==> config.mk <==
export PLATFORM = sky130hd
export DESIGN_NAME = prog_loader
export DESIGN_NICKNAME = d
export VERILOG_FILES = /design/src/rtl/prog_loader.sv
export SDC_FILE = /design/constraint.sdc
export NUM_CORES = 1
export LEC_CHECK = 0
export CELL_PAD_IN_SITES_DETAIL_PLACEMENT = 0
export CELL_PAD_IN_SITES_GLOBAL_PLACEMENT = 1
export CORE_ASPECT_RATIO = 1.4
export CORE_MARGIN = 1.5
export CORE_UTILIZATION = 38
export CTS_BUF_LIST = sky130_fd_sc_hd__clkbuf_8
export DETAILED_ROUTE_END_ITERATION = 12
export GPL_ROUTABILITY_DRIVEN = 0
export PLACE_DENSITY = 0.87
export SLEW_MARGIN = 20
export SYNTH_ARGS = -nofsm -noshare
export SYNTH_HDL_FRONTEND = slang
export SYNTH_SLANG_ARGS = --single-unit
==> constraint.sdc <==
create_clock -name clk -period 1.8 [get_ports clk]
set_input_delay 0.27 -clock clk [delete_from_list [all_inputs] [get_ports clk]]
set_output_delay 0.27 -clock clk [all_outputs]
set_load 0.005 [all_outputs]
==> src/rtl/prog_loader.sv <==
// Program loader: parses header/length/payload[/checksum] frames from a byte stream,
// writes the CPU memories and releases cpu_rst after a good load. Define LOADER_CHECKSUM_EN for the checksum byte.
module prog_loader #(
    parameter int DATA_WIDTH = 8,
    parameter int ADDR_WIDTH = 5
) (
    input  logic                  clk,
    input  logic                  rst,
    input  logic                  s_valid,
    input  logic [DATA_WIDTH-1:0] s_data,
    output logic                  s_ready,
    output logic                  mem_we,
    output logic                  mem_sel,
    output logic [ADDR_WIDTH-1:0] mem_addr,
    output logic [DATA_WIDTH-1:0] mem_din,
    output logic                  cpu_rst,
    output logic                  done,
    output logic                  err
);

    localparam int CW = ADDR_WIDTH + 1;
    localparam logic [DATA_WIDTH:0] MAX_LEN = (DATA_WIDTH+1)'(1 << ADDR_WIDTH);

`ifdef LOADER_CHECKSUM_EN
    typedef enum logic [2:0] {IDLE, LEN, DATA, CSUM, DONE, ERR} state_t;
`else
    typedef enum logic [2:0] {IDLE, LEN, DATA, DONE, ERR} state_t;
`endif

    state_t                state_reg, state_next;
    logic                  sel_reg, sel_next;
    logic [ADDR_WIDTH-1:0] addr_reg, addr_next;
    logic [CW-1:0]         cnt_reg, cnt_next;
`ifdef LOADER_CHECKSUM_EN
    logic [DATA_WIDTH-1:0] sum_reg, sum_next;
`endif
    logic                  s_ready_reg, s_ready_next;
    logic                  mem_we_reg, mem_we_next;
    logic                  mem_sel_reg, mem_sel_next;
    logic [ADDR_WIDTH-1:0] mem_addr_reg, mem_addr_next;
    logic [DATA_WIDTH-1:0] mem_din_reg, mem_din_next;
    logic                  cpu_rst_reg, cpu_rst_next;
    logic                  done_reg, done_next;
    logic                  err_reg, err_next;
    logic                  fire;

    assign fire = s_valid && s_ready_reg;

    always_ff @(posedge clk or posedge rst) begin
        if (rst) begin
            state_reg    <= IDLE;
            sel_reg      <= 1'b0;
            addr_reg     <= '0;
            cnt_reg      <= '0;
`ifdef LOADER_CHECKSUM_EN
            sum_reg      <= '0;
`endif
            s_ready_reg  <= 1'b0;
            mem_we_reg   <= 1'b0;
            mem_sel_reg  <= 1'b0;
            mem_addr_reg <= '0;
            mem_din_reg  <= '0;
            cpu_rst_reg  <= 1'b1;
            done_reg     <= 1'b0;
            err_reg      <= 1'b0;
        end else begin
            state_reg    <= state_next;
            sel_reg      <= sel_next;
            addr_reg     <= addr_next;
            cnt_reg      <= cnt_next;
`ifdef LOADER_CHECKSUM_EN
            sum_reg      <= sum_next;
`endif
            s_ready_reg  <= s_ready_next;
            mem_we_reg   <= mem_we_next;
            mem_sel_reg  <= mem_sel_next;
            mem_addr_reg <= mem_addr_next;
            mem_din_reg  <= mem_din_next;
            cpu_rst_reg  <= cpu_rst_next;
            done_reg     <= done_next;
            err_reg      <= err_next;
        end
    end

    always_comb begin
        state_next    = state_reg;
        sel_next      = sel_reg;
        addr_next     = addr_reg;
        cnt_next      = cnt_reg;
`ifdef LOADER_CHECKSUM_EN
        sum_next      = sum_reg;
`endif
        // Writes are a single registered cycle, so the loader never needs to stall.
        s_ready_next  = 1'b1;
        mem_we_next   = 1'b0;
        mem_sel_next  = mem_sel_reg;
        mem_addr_next = mem_addr_reg;
        mem_din_next  = mem_din_reg;
        cpu_rst_next  = cpu_rst_reg;
        done_next     = done_reg;
        err_next      = err_reg;

        case (state_reg)
            IDLE, DONE, ERR: begin
                if (fire) begin
                    sel_next     = s_data[DATA_WIDTH-1];
                    addr_next    = s_data[ADDR_WIDTH-1:0];
                    done_next    = 1'b0;
                    err_next     = 1'b0;
                    cpu_rst_next = 1'b1;
                    state_next   = LEN;
                end
            end
            LEN: begin
                if (fire) begin
                    if (s_data == '0 || {1'b0, s_data} > MAX_LEN) begin
                        err_next   = 1'b1;
                        state_next = ERR;
                    end else begin
                        cnt_next   = s_data[CW-1:0];
`ifdef LOADER_CHECKSUM_EN
                        sum_next   = '0;
`endif
                        state_next = DATA;
                    end
                end
            end
            DATA: begin
                if (fire) begin
                    mem_we_next   = 1'b1;
                    mem_sel_next  = sel_reg;
                    mem_addr_next = addr_reg;
                    mem_din_next  = s_data;
                    addr_next     = addr_reg + 1'b1;
                    cnt_next      = cnt_reg - 1'b1;
`ifdef LOADER_CHECKSUM_EN
                    sum_next      = sum_reg + s_data;
                    if (cnt_reg == CW'(1)) state_next = CSUM;
`else
                    if (cnt_reg == CW'(1)) begin
                        done_next    = 1'b1;
                        cpu_rst_next = 1'b0;
                        state_next   = DONE;
                    end
`endif
                end
            end
`ifdef LOADER_CHECKSUM_EN
            CSUM: begin
                if (fire) begin
                    if (s_data == sum_reg) begin
                        done_next    = 1'b1;
                        cpu_rst_next = 1'b0;
                        state_next   = DONE;
                    end else begin
                        err_next   = 1'b1;
                        state_next = ERR;
                    end
                end
            end
`endif
            default: state_next = IDLE;
        endcase
    end

    assign s_ready  = s_ready_reg;
    assign mem_we   = mem_we_reg;
    assign mem_sel  = mem_sel_reg;
    assign mem_addr = mem_addr_reg;
    assign mem_din  = mem_din_reg;
    assign cpu_rst  = cpu_rst_reg;
    assign done     = done_reg;
    assign err      = err_reg;

endmodule

# After elaboration in Yosys (flattened, before gate mapping)
# Cells that the tools add are included.
[word_totals]
reg_bits = 34
inputBits = 11
out_inout_bits = 19
word_cells = 67
[op_classes]
n_addsub = 2
n_lt_le_gt_ge = 1
n_eq_ne = 11
mux = 26
n_reduce_logical = 15
[ops]
columns = ["cell", "count"]
rows = [
  ["6-bit 2-to-1 mux", 3],
  ["4-bit AND reduction", 4],
  ["3-bit 2-to-1 mux", 5],
  ["2-bit inequality test (second input constant)", 6],
  ["6-bit case mux with 2 select lines", 1],
  ["1-bit 2-to-1 mux", 10],
  ["5-bit 2-to-1 mux", 2],
  ["5-bit case mux with 2 select lines", 1],
  ["3-bit case mux with 3 select lines", 1],
  ["8-bit by 6-bit greater-than comparator with 1-bit output (second input constant)", 1],
  ["8-bit logical NOT", 1],
  ["3-bit by 2-bit == test with 1-bit output (second input constant)", 2],
  ["6-bit by 1-bit == test with 1-bit output (second input constant)", 1],
  ["1-bit case mux with 2 select lines", 3],
  ["2-bit nonzero test", 3],
  ["6-bit by 1-bit subtractor with 6-bit output (second input constant)", 1],
  ["5-bit by 1-bit adder with 5-bit output (second input constant)", 1],
  ["2-bit AND reduction", 2],
  ["3-bit by 1-bit == test with 1-bit output (second input constant)", 1],
  ["3-bit == test (second input constant)", 1],
  ["3-bit logical NOT", 1],
  ["3-bit AND reduction", 1],
  ["3-bit OR reduction", 1],
  ["1-bit logical AND", 1],
  ["1-bit logical OR", 1],
]

# Depth between registers and ports, before layout
# Gate-level depths: netlist (run 1).
[logic_depth]
ltp_word = 5
mapped_depth = 7
mapped_depth_nobuf = 6

# Worst setup path before layout (run 1)
# No wires, ideal clock.
[synth_path]
path_kind = "input-to-reg"
start = "input port s_data[1]"
end = "register cnt_reg[1]"
arrival_time_ns = 1.817
required_ns = 1.675
slack_ns = -0.143
path_stages = 6
cell_sequence = "or4_1 > or3_1 > a31o_1 > buf_6 > nand2b_4 > mux2_4"
[synth_via]
elab_chain_len = 4
[synth_lines]
columns = ["item", "line_no", "source"]
rows = [
  ["from (decl)", "10", "input logic [DATA_WIDTH-1:0] s_data,"],
  ["8-bit by 6-bit greater-than comparator with 1-bit output / 8-bit logical NOT (equally long branches)", "116", "if (s_data == '0 || {1'b0, s_data} > MAX_LEN) begin"],
  ["1-bit logical OR", "116", ""],
  ["2-bit inequality test (no source line)", "n/a", ""],
  ["4-bit AND reduction (no source line)", "n/a", ""],
  ["to (signal assigned)", "70", "cnt_reg <= cnt_next;"],
  ["to (decl)", "33", "logic [CW-1:0] cnt_reg, cnt_next;"],
]
# Several ways; a longest one is shown, not always the timed one. The select of a mux whose other input is x is not followed.
# A chain may end at the register's enable or synchronous reset.

# Worst setup path after layout (run 1)
# Ends and elaborated chain as after synthesis.

==> results of run 1 <==
==> per-layer routing <==
| layer | GRT usage | part of all wire | vias to the layer above | routed length, um |
|---|---|---|---|---|
| li1 | - | - | 686 | - |
| met1 | 0.221 | 0.45 | 675 | 1690 |
| met2 | 0.267 | 0.50 | 25 | 1900 |
| met3 | 0.0374 | 0.028 | 6 | 107 |
| met4 | 0.0867 | 0.022 | 0 | 84 |
| met5 | 0 | 0 | - | 0 |
==> placed cells by master, fill, tap and decap left out, types with 2 or more instances in the layout <==
cell type / synthesis / layout
clkbuf_8: 0 / 5
nor2_1: 19 / 19
buf_4: 1 / 23
and3_1: 2 / 2
ha_1: 3 / 3
clkdlybuf4s50_1: 0 / 25
o22ai_1: 2 / 2
or3_1: 4 / 3
a21oi_1: 7 / 7
dfrtp_1: 33 / 32
mux2_2: 15 / 15
o22a_1: 2 / 2
nor3_1: 3 / 3
clkinvlp_4: 0 / 2
a31oi_1: 3 / 3
buf_2: 4 / 2
o2bb2ai_1: 3 / 3
nand2_1: 11 / 11
o21ai_0: 9 / 9
a22oi_1: 2 / 2
a21o_1: 2 / 2
inv_1: 5 / 5
nand3_1: 2 / 2
nand3b_1: 2 / 2
a2bb2oi_1: 2 / 2
==> cells by family (layout without fill, tap and decap cells) <==
logic type	after synthesis	in the layout	synth area share
flip-flops	34	34	0.499
other	1	1	0.00220
AO/OA/AOI/OAI	38	38	0.149
XOR/XNOR	1	1	0.00513
buffers and inverters	13	65	0.0381
multiplexers	16	16	0.108
AND/OR/NAND/NOR	57	57	0.177
adder cells (fa/ha/maj)	3	3	0.0220
==> metrics by stage <==
| step | instance area [sq um] | worst slack, ns | total power [mW] | utilization | TNS (ns) |
|---|---|---|---|---|---|
| 2_1_floorplan | 1730 | -0.143 | 1.86 | - | -0.189 |
| 3_3_place_gp | 2200 | -0.583 | 2.29 | 0.515 | -4.26 |
| 3_5_place_dp | 2200 | -0.616 | 2.30 | 0.515 | -4.53 |
| 4_1_cts | 2290 | 0.00944 | 2.87 | 0.536 | 0 |
| 5_1_grt | 2310 | 0.00585 | 3.06 | 0.540 | 0 |
| 6_report | 2310 | 0.0681 | 2.86 | 0.540 | 0 |
==> final timing paths <==
| kind | endpoint | start | depth (start not counted) | slack [ns] |
|---|---|---|---|---|
| worst max-delay path | cnt_reg[1]$_DFFE_PP0P_ | s_data[1] | 6 | 0.07 |
| worst min-delay path | mem_din[2]$_DFFE_PP0P_ | s_data[2] | 3 | 0.35 |
| worst max register to register | mem_sel$_DFFE_PP0P_ | state_reg[0]$_DFFE_PP0P_ | 4 | 0.11 |
| worst min register to register | cnt_reg[4]$_DFFE_PP0P_ | cnt_reg[4]$_DFFE_PP0P_ | 1 | 0.49 |
| max in group asynchronous | cpu_rst$_DFFE_PP1P_ | rst | 3 | 1.08 |
| min in group asynchronous | mem_din[6]$_DFFE_PP0P_ | rst | 3 | 0.38 |
==> power by group through the flow <==
stage	clock network (mW)	logic [mW]	registers (mW)
floorplan	0	0.686	1.17
global placement	0	1.06	1.23
detailed placement	0	1.07	1.24
CTS	0.565	1.09	1.22
global route	0.596	1.20	1.26
finish	0.547	1.09	1.22
==> layout make-up <==
cell class / count / share of cell area
clock buffers: 5 / 0.0298
multi-input cells: 116 / 0.351
well taps: 60 / 0.0325
repair buffers: 53 / 0.203
flip-flops and latches: 34 / 0.369
inverters: 5 / 0.00813
clock inverters: 2 / 0.00650
==> worst reg2reg max path, stage by stage (launching register included) <==
cell	delay [ns]
dfrtp_1	0.47
or3b_4	0.49
nor2_4	0.13
buf_12	0.16
mux2_2	0.34
==> timing repair <==
action	in CTS	in global routing
pin swaps	3	4
hold buffers	0	0
hold endpoints to repair	0	0
setup buffers	0	3
gates resized for setup	15	3
endpoints found under the setup margin	9	2
==> results.yml, run 1 <==
status:
  status: "completed"
floorplan:
  die_area_sq_mm: 0.00491
  num_rows: 28
  start_util: 0.400
  coreArea_sq_mm: 0.00427
  die_h_um: 82.3
  die_w_um: 59.7
  pin_count: 30
cells_and_area:
  drive_above_1_share: 0.288
  multi_input_area_sq_um: 811
  diodes: 0
  num-fill-cells: 413
  syn2layout_area_growth_pct: 35.2
  fin_cells: 275
  fin_nets: 229
  largest_reg_flops: 8
  seqCellArea_sq_um: 853
critical_path:
  cp_max_fo: 5
  crit_family: "simple AND/OR/NAND/NOR gates"
  worst_setup_path_end_kind: "flop"
  crit_required_ns: 1.98
  path_buf_inv: 1
  slowest_delay_ns: 0.49
  worstPathArrival_ns: 1.91
  crit_type: "in2reg"
  crit_path_start_kind: "input port"
  crit_path_top_delay_cell: "or4_4"
  path_cells: "clkdlybuf4s15_1, or4_4, or3_4, a31o_4, nand2b_4, mux2_4"
min_path:
  hold_class: "in2reg"
placement:
  port_buffers: 29
  dp_hpwl_um: 2740
  dp_cells: 265
sta:
  fin_skew_ns: 0.00414
  hold_violations: 0
  rsz0062_at_grt: "false"
  max_freq_mhz: 577
  slew_viol_final: 0
  fin_crit_ns: 1.73
  setup_violations: 0
  worst_hold_slack_ns: 0.349
  final.period_utilization: 0.962
clock_tree:
  htree_levels: 2
  cts_max_path_buffers: 2
  cts_tree: "built"
  clock-sinks: 34
  insertion_delay_ns: 0.29
  cts_root_buffer: "clkbuf_8"
  clk_pin_slew_ns: 0.07
  cts-buffers-inserted: 5
yosys:
  synth_top_area_share: 0.484
  synth_flop_cell: "dfrtp_1"
  synth_area_sq_mm: 0.00171
  synth.avg_cell_area_sq_um: 10.5
  async_reset_ff_frac: 1.00
  synth_cell_types: 46
  synth_nets: 177
  synth.largest_area_cell: "dfrtp_1"
  synth-edff-count: 0
  synth-seq-cells: 34
  synth.top_cells.by_area: "dfrtp_1 (48%), mux2_2 (9.9%), nor2_1 (4.2%), o21ai_0 (2.6%), nand2_1 (2.4%)"
  yosysSeqAreaShare: 0.499
  synthTopCellsByCount: "dfrtp_1 (33), nor2_1 (19), mux2_2 (15)"
  syn_inst: 163
  synth_most_common_cell: "dfrtp_1"
  yosysWarnings: 0
power_and_ir_drop:
  power.leakage_nw: 1.03
  p_sw_frac: 0.328
  p_sw_uw: 936
  power_density_mw_per_mm2: 1240
  combPwrFrac: 0.380
  ir_drop_uv: 631
  clockPowerShare: 0.192
  p_int_mw: 1.92
  p_seq_frac: 0.428
global_route:
  grt_max_degree: 35
  overflow: 0
  grt_usage: 0.171
  grt_pass1_vias: 1262
  antenna_found_initial: 0
  grt_pass1_wl_um: 6130
route:
  vias: 1392
  routed_wl_um: 3780
  drtPass1Iterations: 4
  wl_per_cell_um: 13.7
  ant_nets: 0
  drtIter0Drc: 28
  drc: 0
  viasPerCell: 5.06
job:
  max_cap_viol_count: 0
(Power assumes the default switching activity.)
==> run 2: changes to the inputs <==
--- a/config.mk
+++ b/config.mk
@@ -12,7 +12,6 @@
 export CORE_UTILIZATION = 38
 export CTS_BUF_LIST = sky130_fd_sc_hd__clkbuf_8
 export DETAILED_ROUTE_END_ITERATION = 12
-export GPL_ROUTABILITY_DRIVEN = 0
 export PLACE_DENSITY = 0.87
 export SLEW_MARGIN = 20
 export SYNTH_ARGS = -nofsm -noshare
==> results of run 2 <==
No change in the layout: final DEF, timing and power equal those of run 1.
